### src/rtl/mem_arb_pkg.sv
// Shared types and constants for the two-port cache arbiter.
package mem_arb_pkg;

  localparam logic OP_READ  = 1'b0;
  localparam logic OP_WRITE = 1'b1;

  typedef logic port_id_t;

  localparam port_id_t PORT_FETCH = 1'b0;
  localparam port_id_t PORT_DATA  = 1'b1;

endpackage

### src/rtl/mem_arb_owner_fifo.sv
// Circular DEPTH x 1-bit queue recording which port owns each outstanding cache request.
module mem_arb_owner_fifo
  import mem_arb_pkg::*;
#(
  parameter int unsigned DEPTH = 2,
  localparam int unsigned PTR_W = (DEPTH > 1) ? $clog2(DEPTH) : 1,
  localparam int unsigned CNT_W = $clog2(DEPTH + 1)
) (
  input  logic             clk,
  input  logic             reset,
  input  logic             push,
  input  logic             pop,
  input  port_id_t         din,
  output port_id_t         dout,
  output logic [CNT_W-1:0] count,
  output logic             full,
  output logic             empty
);

  port_id_t [DEPTH-1:0] mem_q;
  logic [PTR_W-1:0]     wr_ptr_q, rd_ptr_q;
  logic [CNT_W-1:0]     count_q;

  function automatic logic [PTR_W-1:0] ptr_inc(input logic [PTR_W-1:0] p);
    return (p == PTR_W'(DEPTH - 1)) ? '0 : p + PTR_W'(1);
  endfunction

  always_ff @(posedge clk or posedge reset) begin
    if (reset) begin
      mem_q    <= '0;
      wr_ptr_q <= '0;
      rd_ptr_q <= '0;
      count_q  <= '0;
    end else begin
      if (push) begin
        mem_q[wr_ptr_q] <= din;
        wr_ptr_q        <= ptr_inc(wr_ptr_q);
      end
      if (pop) begin
        rd_ptr_q <= ptr_inc(rd_ptr_q);
      end
      // Simultaneous push and pop leaves the occupancy unchanged.
      case ({push, pop})
        2'b10:   count_q <= count_q + CNT_W'(1);
        2'b01:   count_q <= count_q - CNT_W'(1);
        default: count_q <= count_q;
      endcase
    end
  end

  assign dout  = mem_q[rd_ptr_q];
  assign count = count_q;
  assign full  = (count_q == CNT_W'(DEPTH));
  assign empty = (count_q == '0);

endmodule

### src/rtl/mem_arbiter.sv
// Two-port (fetch / load-store) arbiter onto a single cache port with in-order response routing.
// Optional MEM_ARB_RR_EN selects round-robin arbitration; otherwise port 0 has fixed priority.
module mem_arbiter
  import mem_arb_pkg::*;
#(
  parameter int unsigned ADDR_W = 32,
  parameter int unsigned DATA_W = 32,
  parameter int unsigned DEPTH  = 2
) (
  input  logic              clk,
  input  logic              reset,
  input  logic              p0_valid,
  output logic              p0_ready,
  input  logic [ADDR_W-1:0] p0_addr,
  input  logic              p0_op,
  input  logic [DATA_W-1:0] p0_wdata,
  output logic              p0_rsp_valid,
  input  logic              p0_rsp_ready,
  output logic [DATA_W-1:0] p0_rsp_data,
  input  logic              p1_valid,
  output logic              p1_ready,
  input  logic [ADDR_W-1:0] p1_addr,
  input  logic              p1_op,
  input  logic [DATA_W-1:0] p1_wdata,
  output logic              p1_rsp_valid,
  input  logic              p1_rsp_ready,
  output logic [DATA_W-1:0] p1_rsp_data,
  output logic              mem_valid,
  input  logic              mem_ready,
  output logic [ADDR_W-1:0] mem_addr,
  output logic              mem_op,
  output logic [DATA_W-1:0] mem_wdata,
  input  logic              mem_rvalid,
  output logic              mem_rready,
  input  logic [DATA_W-1:0] mem_rdata,
  output logic              err
);

  localparam int unsigned CNT_W = $clog2(DEPTH + 1);

  port_id_t         win, head;
  logic             can_push, req_fire, rsp_fire;
  logic             q_full, q_empty;
  logic [CNT_W-1:0] unused_count;
  logic             err_q;

`ifdef MEM_ARB_RR_EN
  port_id_t rr_q;

  always_comb begin
    win = p0_valid ? PORT_FETCH : PORT_DATA;
    if (p0_valid && p1_valid) win = rr_q;
  end

  always_ff @(posedge clk or posedge reset) begin
    if (reset) begin
      rr_q <= PORT_FETCH;
    end else if (req_fire) begin
      rr_q <= ~win;
    end
  end
`else
  always_comb begin
    win = p0_valid ? PORT_FETCH : PORT_DATA;
  end
`endif

  // A pop in the same cycle frees the slot a new grant needs.
  assign can_push  = ~q_full | rsp_fire;
  // Outputs are forced idle while reset is held, independent of requester inputs.
  assign mem_valid = ~reset & (p0_valid | p1_valid) & can_push;
  assign req_fire  = mem_valid & mem_ready;
  assign p0_ready  = req_fire & (win == PORT_FETCH);
  assign p1_ready  = req_fire & (win == PORT_DATA);

  assign mem_addr  = (win == PORT_DATA) ? p1_addr  : p0_addr;
  assign mem_op    = (win == PORT_DATA) ? p1_op    : p0_op;
  assign mem_wdata = (win == PORT_DATA) ? p1_wdata : p0_wdata;

  assign mem_rready   = ~q_empty & ((head == PORT_DATA) ? p1_rsp_ready : p0_rsp_ready);
  assign rsp_fire     = mem_rvalid & mem_rready;
  assign p0_rsp_valid = mem_rvalid & ~q_empty & (head == PORT_FETCH);
  assign p1_rsp_valid = mem_rvalid & ~q_empty & (head == PORT_DATA);
  assign p0_rsp_data  = mem_rdata;
  assign p1_rsp_data  = mem_rdata;

  mem_arb_owner_fifo #(
    .DEPTH (DEPTH)
  ) u_owner_fifo (
    .clk   (clk),
    .reset (reset),
    .push  (req_fire),
    .pop   (rsp_fire),
    .din   (win),
    .dout  (head),
    .count (unused_count),
    .full  (q_full),
    .empty (q_empty)
  );

  always_ff @(posedge clk or posedge reset) begin
    if (reset) begin
      err_q <= 1'b0;
    end else if (mem_rvalid && q_empty) begin
      err_q <= 1'b1;
    end
  end

  assign err = err_q;

endmodule

### config.mk
export PLATFORM = sky130hd
export DESIGN_NAME = mem_arbiter
export DESIGN_NICKNAME = d
export VERILOG_FILES = /design/src/rtl/mem_arb_pkg.sv /design/src/rtl/mem_arb_owner_fifo.sv /design/src/rtl/mem_arbiter.sv
export SDC_FILE = /design/constraint.sdc
export NUM_CORES = 1
export LEC_CHECK = 0
export CORE_AREA = 2 2 119 121
export CTS_BUF_LIST = sky130_fd_sc_hd__clkbuf_2 sky130_fd_sc_hd__clkbuf_4 sky130_fd_sc_hd__clkbuf_8
export CTS_CLUSTER_DIAMETER = 80
export DETAILED_ROUTE_END_ITERATION = 10
export DIE_AREA = 0 0 121 123
export PLACE_DENSITY = 0.62
export SYNTH_ARGS = -nofsm -noshare
export SYNTH_HDL_FRONTEND = slang
export SYNTH_SLANG_ARGS = --single-unit
### constraint.sdc
create_clock -name clk -period 2.7 [get_ports clk]
set_clock_uncertainty 0.05 [all_clocks]
set_input_delay 0.405 -clock clk [delete_from_list [all_inputs] [get_ports clk]]
set_output_delay 0.405 -clock clk [all_outputs]
set_load 0.01 [all_outputs]
==> summary.md <==
| Metric | Value |
|---|---|
| # IOs | `around 310` |
| Yosys cell types | `24` |
| Worst Setup EP | `p1_ready` |
| Cell area power density | `342 nW/um^2` |
| CTS clk-pin slew, worst paths | `0.04 ns` |
| Area leader, netlist | `mux2_2` |
| Clock latency on the worst-skew pair | `roughly 0.23 ns` |
| Post-route minimum period | `2.57 ns` |
| Data arrival, critical path | `2.11 ns` |
| Row cnt | `43` |
| Ys flop type | `dfrtp_1` |
| CTS Hold Bufs | `0` |
| Internal power | `825 uW` |
| Worst r2r src | `u_owner_fifo.rd_ptr_q$_DFFE_PP0P_` |
| Drt pass-1 iters | `4` |
| Antenna Nets Post-Route | `0` |
| Count of final hold-check violations | `0` |
| First-pass GRT wire length | `around 9.5 mm` |
| Status | `completed` |
| Switching power | `404 uW` |
| Grt ovf | `0` |
| Hold depth | `1` |
| Synthesized flop and latch total | `7` |
| Max_slew headroom | `0.792` |
| Asr flop ratio synth | `1.00` |
| Sequential share of the synthesized area | `0.103` |
| Fmax | `390 MHz` |
| Largest net degree at the start of global routing | `between 50 and 60` |
| DRC Markers | `0` |
| Chip Width | `121 um` |
| CTS root buf | `clkbuf_8` |
| Most frequent cells in the layout | `clkdlybuf4s50_1, mux2_2, nor2_1` |
| Commonest non-fill, non-tap cell in the layout | `clkdlybuf4s50_1` |
| Via count | `around 1.8k` |
| Wire length per cell | `about 15 um` |
| Area Overhead vs Synth | `112%` |
| Worst Path Required | `2.25 ns` |
| CP Launch Type | `input pin` |
| Reg2Reg Depth | `7` |
| Clk sinks | `7` |
| Crit Path Class | `in2out` |
| Slew Limit Fails | `0` |
| DP Wirelength | `6.55 mm` |
| R2R Setup Slk | `a little over 0.6 ns` |
| Mapped Area | `1700 um^2` |
| Post-Syn Instances | `181` |
| Fillcell total | `1448` |
| Worst reg2reg endpoint | `u_owner_fifo.count[1]$_DFFE_PP0P_` |
| Initial core utilization | `0.125` |
| Tightest Pin Transition | `between 0.3 and 0.4 ns` |
| GR Util All Layers | `0.0833` |
| Hold WC Path Type | `reg2reg` |
| Clk pwr share | `0.129` |
| Mean Syn Cell Area | `9.37 um^2` |
| Syn nets | `352` |
| CTS buffer count | `3` |
| Worst setup EP type | `output port` |
| Crit path from | `mem_rvalid` |
| Layout Nets | `499` |
| WL final | `about 7.4 mm` |
| EDFF count, synth | `0` |
| Largest cells by area after synthesis | `mux2_2, buf_4, dfrtp_1` |
| PortBufs | `209` |
| CP Max Fanout | `6` |
| Max Root-Sink Buffers | `2` |
| CTS tree | `done` |
| Die Area | `between 10000 and 15000 um^2` |
| Comb power frac | `0.691` |
| Flop pwr share | `0.180` |
| DR vias/cell | `approximately 3.5` |
| Ratio of cells with drive above 1 in the final layout | `0.242` |
| IR drop worst, VDD | `0.229 mV` |
| Top-area cell type share of the netlist area | `0.431` |
| H-tree depth | `1` |
| Initial drt markers | `24` |
| Final setup violation count | `0` |
| Period utilization | `0.951` |
| CORE AREA | `about 14000 um^2` |
| Routability Congestion | `0.705` |
| Number of global-route vias before repair | `1860` |
| LEAKAGE | `1.34 nW` |
| Total of max-cap violations | `0` |
| Synth Warn # | `0` |
| Ant diodes | `0` |
| Die Y-Extent | `123 um` |
| Initial antenna violation count | `0` |
| Final Power | `1.23 mW` |
| RSZ-0062 raised after global routing | `no` |
| Setup_tns | `0 ns` |
| Switching share of power | `0.329` |
## per-stage QoR
step	instance area [um^2]	worst slack, ns	utilization	cells	hold WS, ns
6_report	3590	0.134	0.264	507	0.403
5_1_grt	3590	0.0629	0.264	507	0.434
4_1_cts	3570	0.00501	0.262	504	0.409
3_5_place_dp	3520	0.0577	0.259	500	0.401
3_3_place_gp	3520	0.0449	0.259	500	0.406
2_1_floorplan	1700	0.807	-	181	0.158
## repair_timing
action,in CTS,in global routing
gates resized for setup,0,1
setup buffers,0,3
setup endpoints to repair,0,1
## worst max-delay path: stages
cell and delay (ns):
clkdlybuf4s50_1 0.52, o211ai_1 0.14, mux2i_4 0.26, o211ai_2 0.13, nor2_1 0.10, clkdlybuf4s50_1 0.55
## cells in the mapped netlist (all sizes together), types with 2 or more instances
cell    count
buf        71
clkbuf      2
dfrtp       7
inv         3
mux2       65
mux2i       5
nor2        9
o211ai      3
o21ai       2
xnor2       3
xor2        2
## layout make-up
cell class | count | area, um^2 | share of cell area
inverter | 3 | 11.3 | 0.00313
sequential | 7 | 175 | 0.0487
timing repair buffer | 215 | 2150 | 0.597
multi-input combinational | 98 | 987 | 0.275
tap | 180 | 225 | 0.0627
clock buffer | 4 | 48.8 | 0.0136
## per-layer routing
| layer | share of wire | routed length (um) | track usage | vias to the layer above |
|---|---|---|---|---|
| met3 | 0.12 | 863 | 0.0194 | 29 |
| met1 | 0.33 | 2430 | 0.0846 | 768 |
| met5 | 0 | 0 | 0 | - |
| met2 | 0.52 | 3870 | 0.162 | 139 |
| li1 | - | - | - | 849 |
| met4 | 0.031 | 233 | 0.0356 | 0 |
## cells by family after synthesis
logic type      synth area share
flops                      0.103
buf+inv                    0.315
mux                        0.476
compound gates            0.0361
fa+ha+maj                0.00737
xor+xnor                  0.0258
simple gates              0.0369
## worst min-delay path by stage
stage / from / slack [ns] / end
finish: err$_DFFE_PP0P_ / 0.40 / err$_DFFE_PP0P_
global route: err$_DFFE_PP0P_ / 0.43 / err$_DFFE_PP0P_
CTS: err$_DFFE_PP0P_ / 0.41 / err$_DFFE_PP0P_
detailed placement: err$_DFFE_PP0P_ / 0.40 / err$_DFFE_PP0P_
global placement: err$_DFFE_PP0P_ / 0.41 / err$_DFFE_PP0P_
floorplan: reset / 0.16 / err$_DFFE_PP0P_
## state kept, by name (all words and copies together) (netlist names)
signal,flops
u_owner_fifo.mem_q,2
u_owner_fifo.wr_ptr_q,1
err,1
u_owner_fifo.rd_ptr_q,1
u_owner_fifo.count,2
## power by group through the flow
stage                     Clock (mW)  Combinational [mW]  Sequential (mW)
final                          0.159               0.850            0.221
after global routing           0.171               0.913            0.228
after CTS                      0.164               0.830            0.221
after detailed placement           0               0.826            0.222
after floorplan                    0               0.480            0.195
after global placement             0               0.813            0.217
Power figures use the tool's default switching activity.
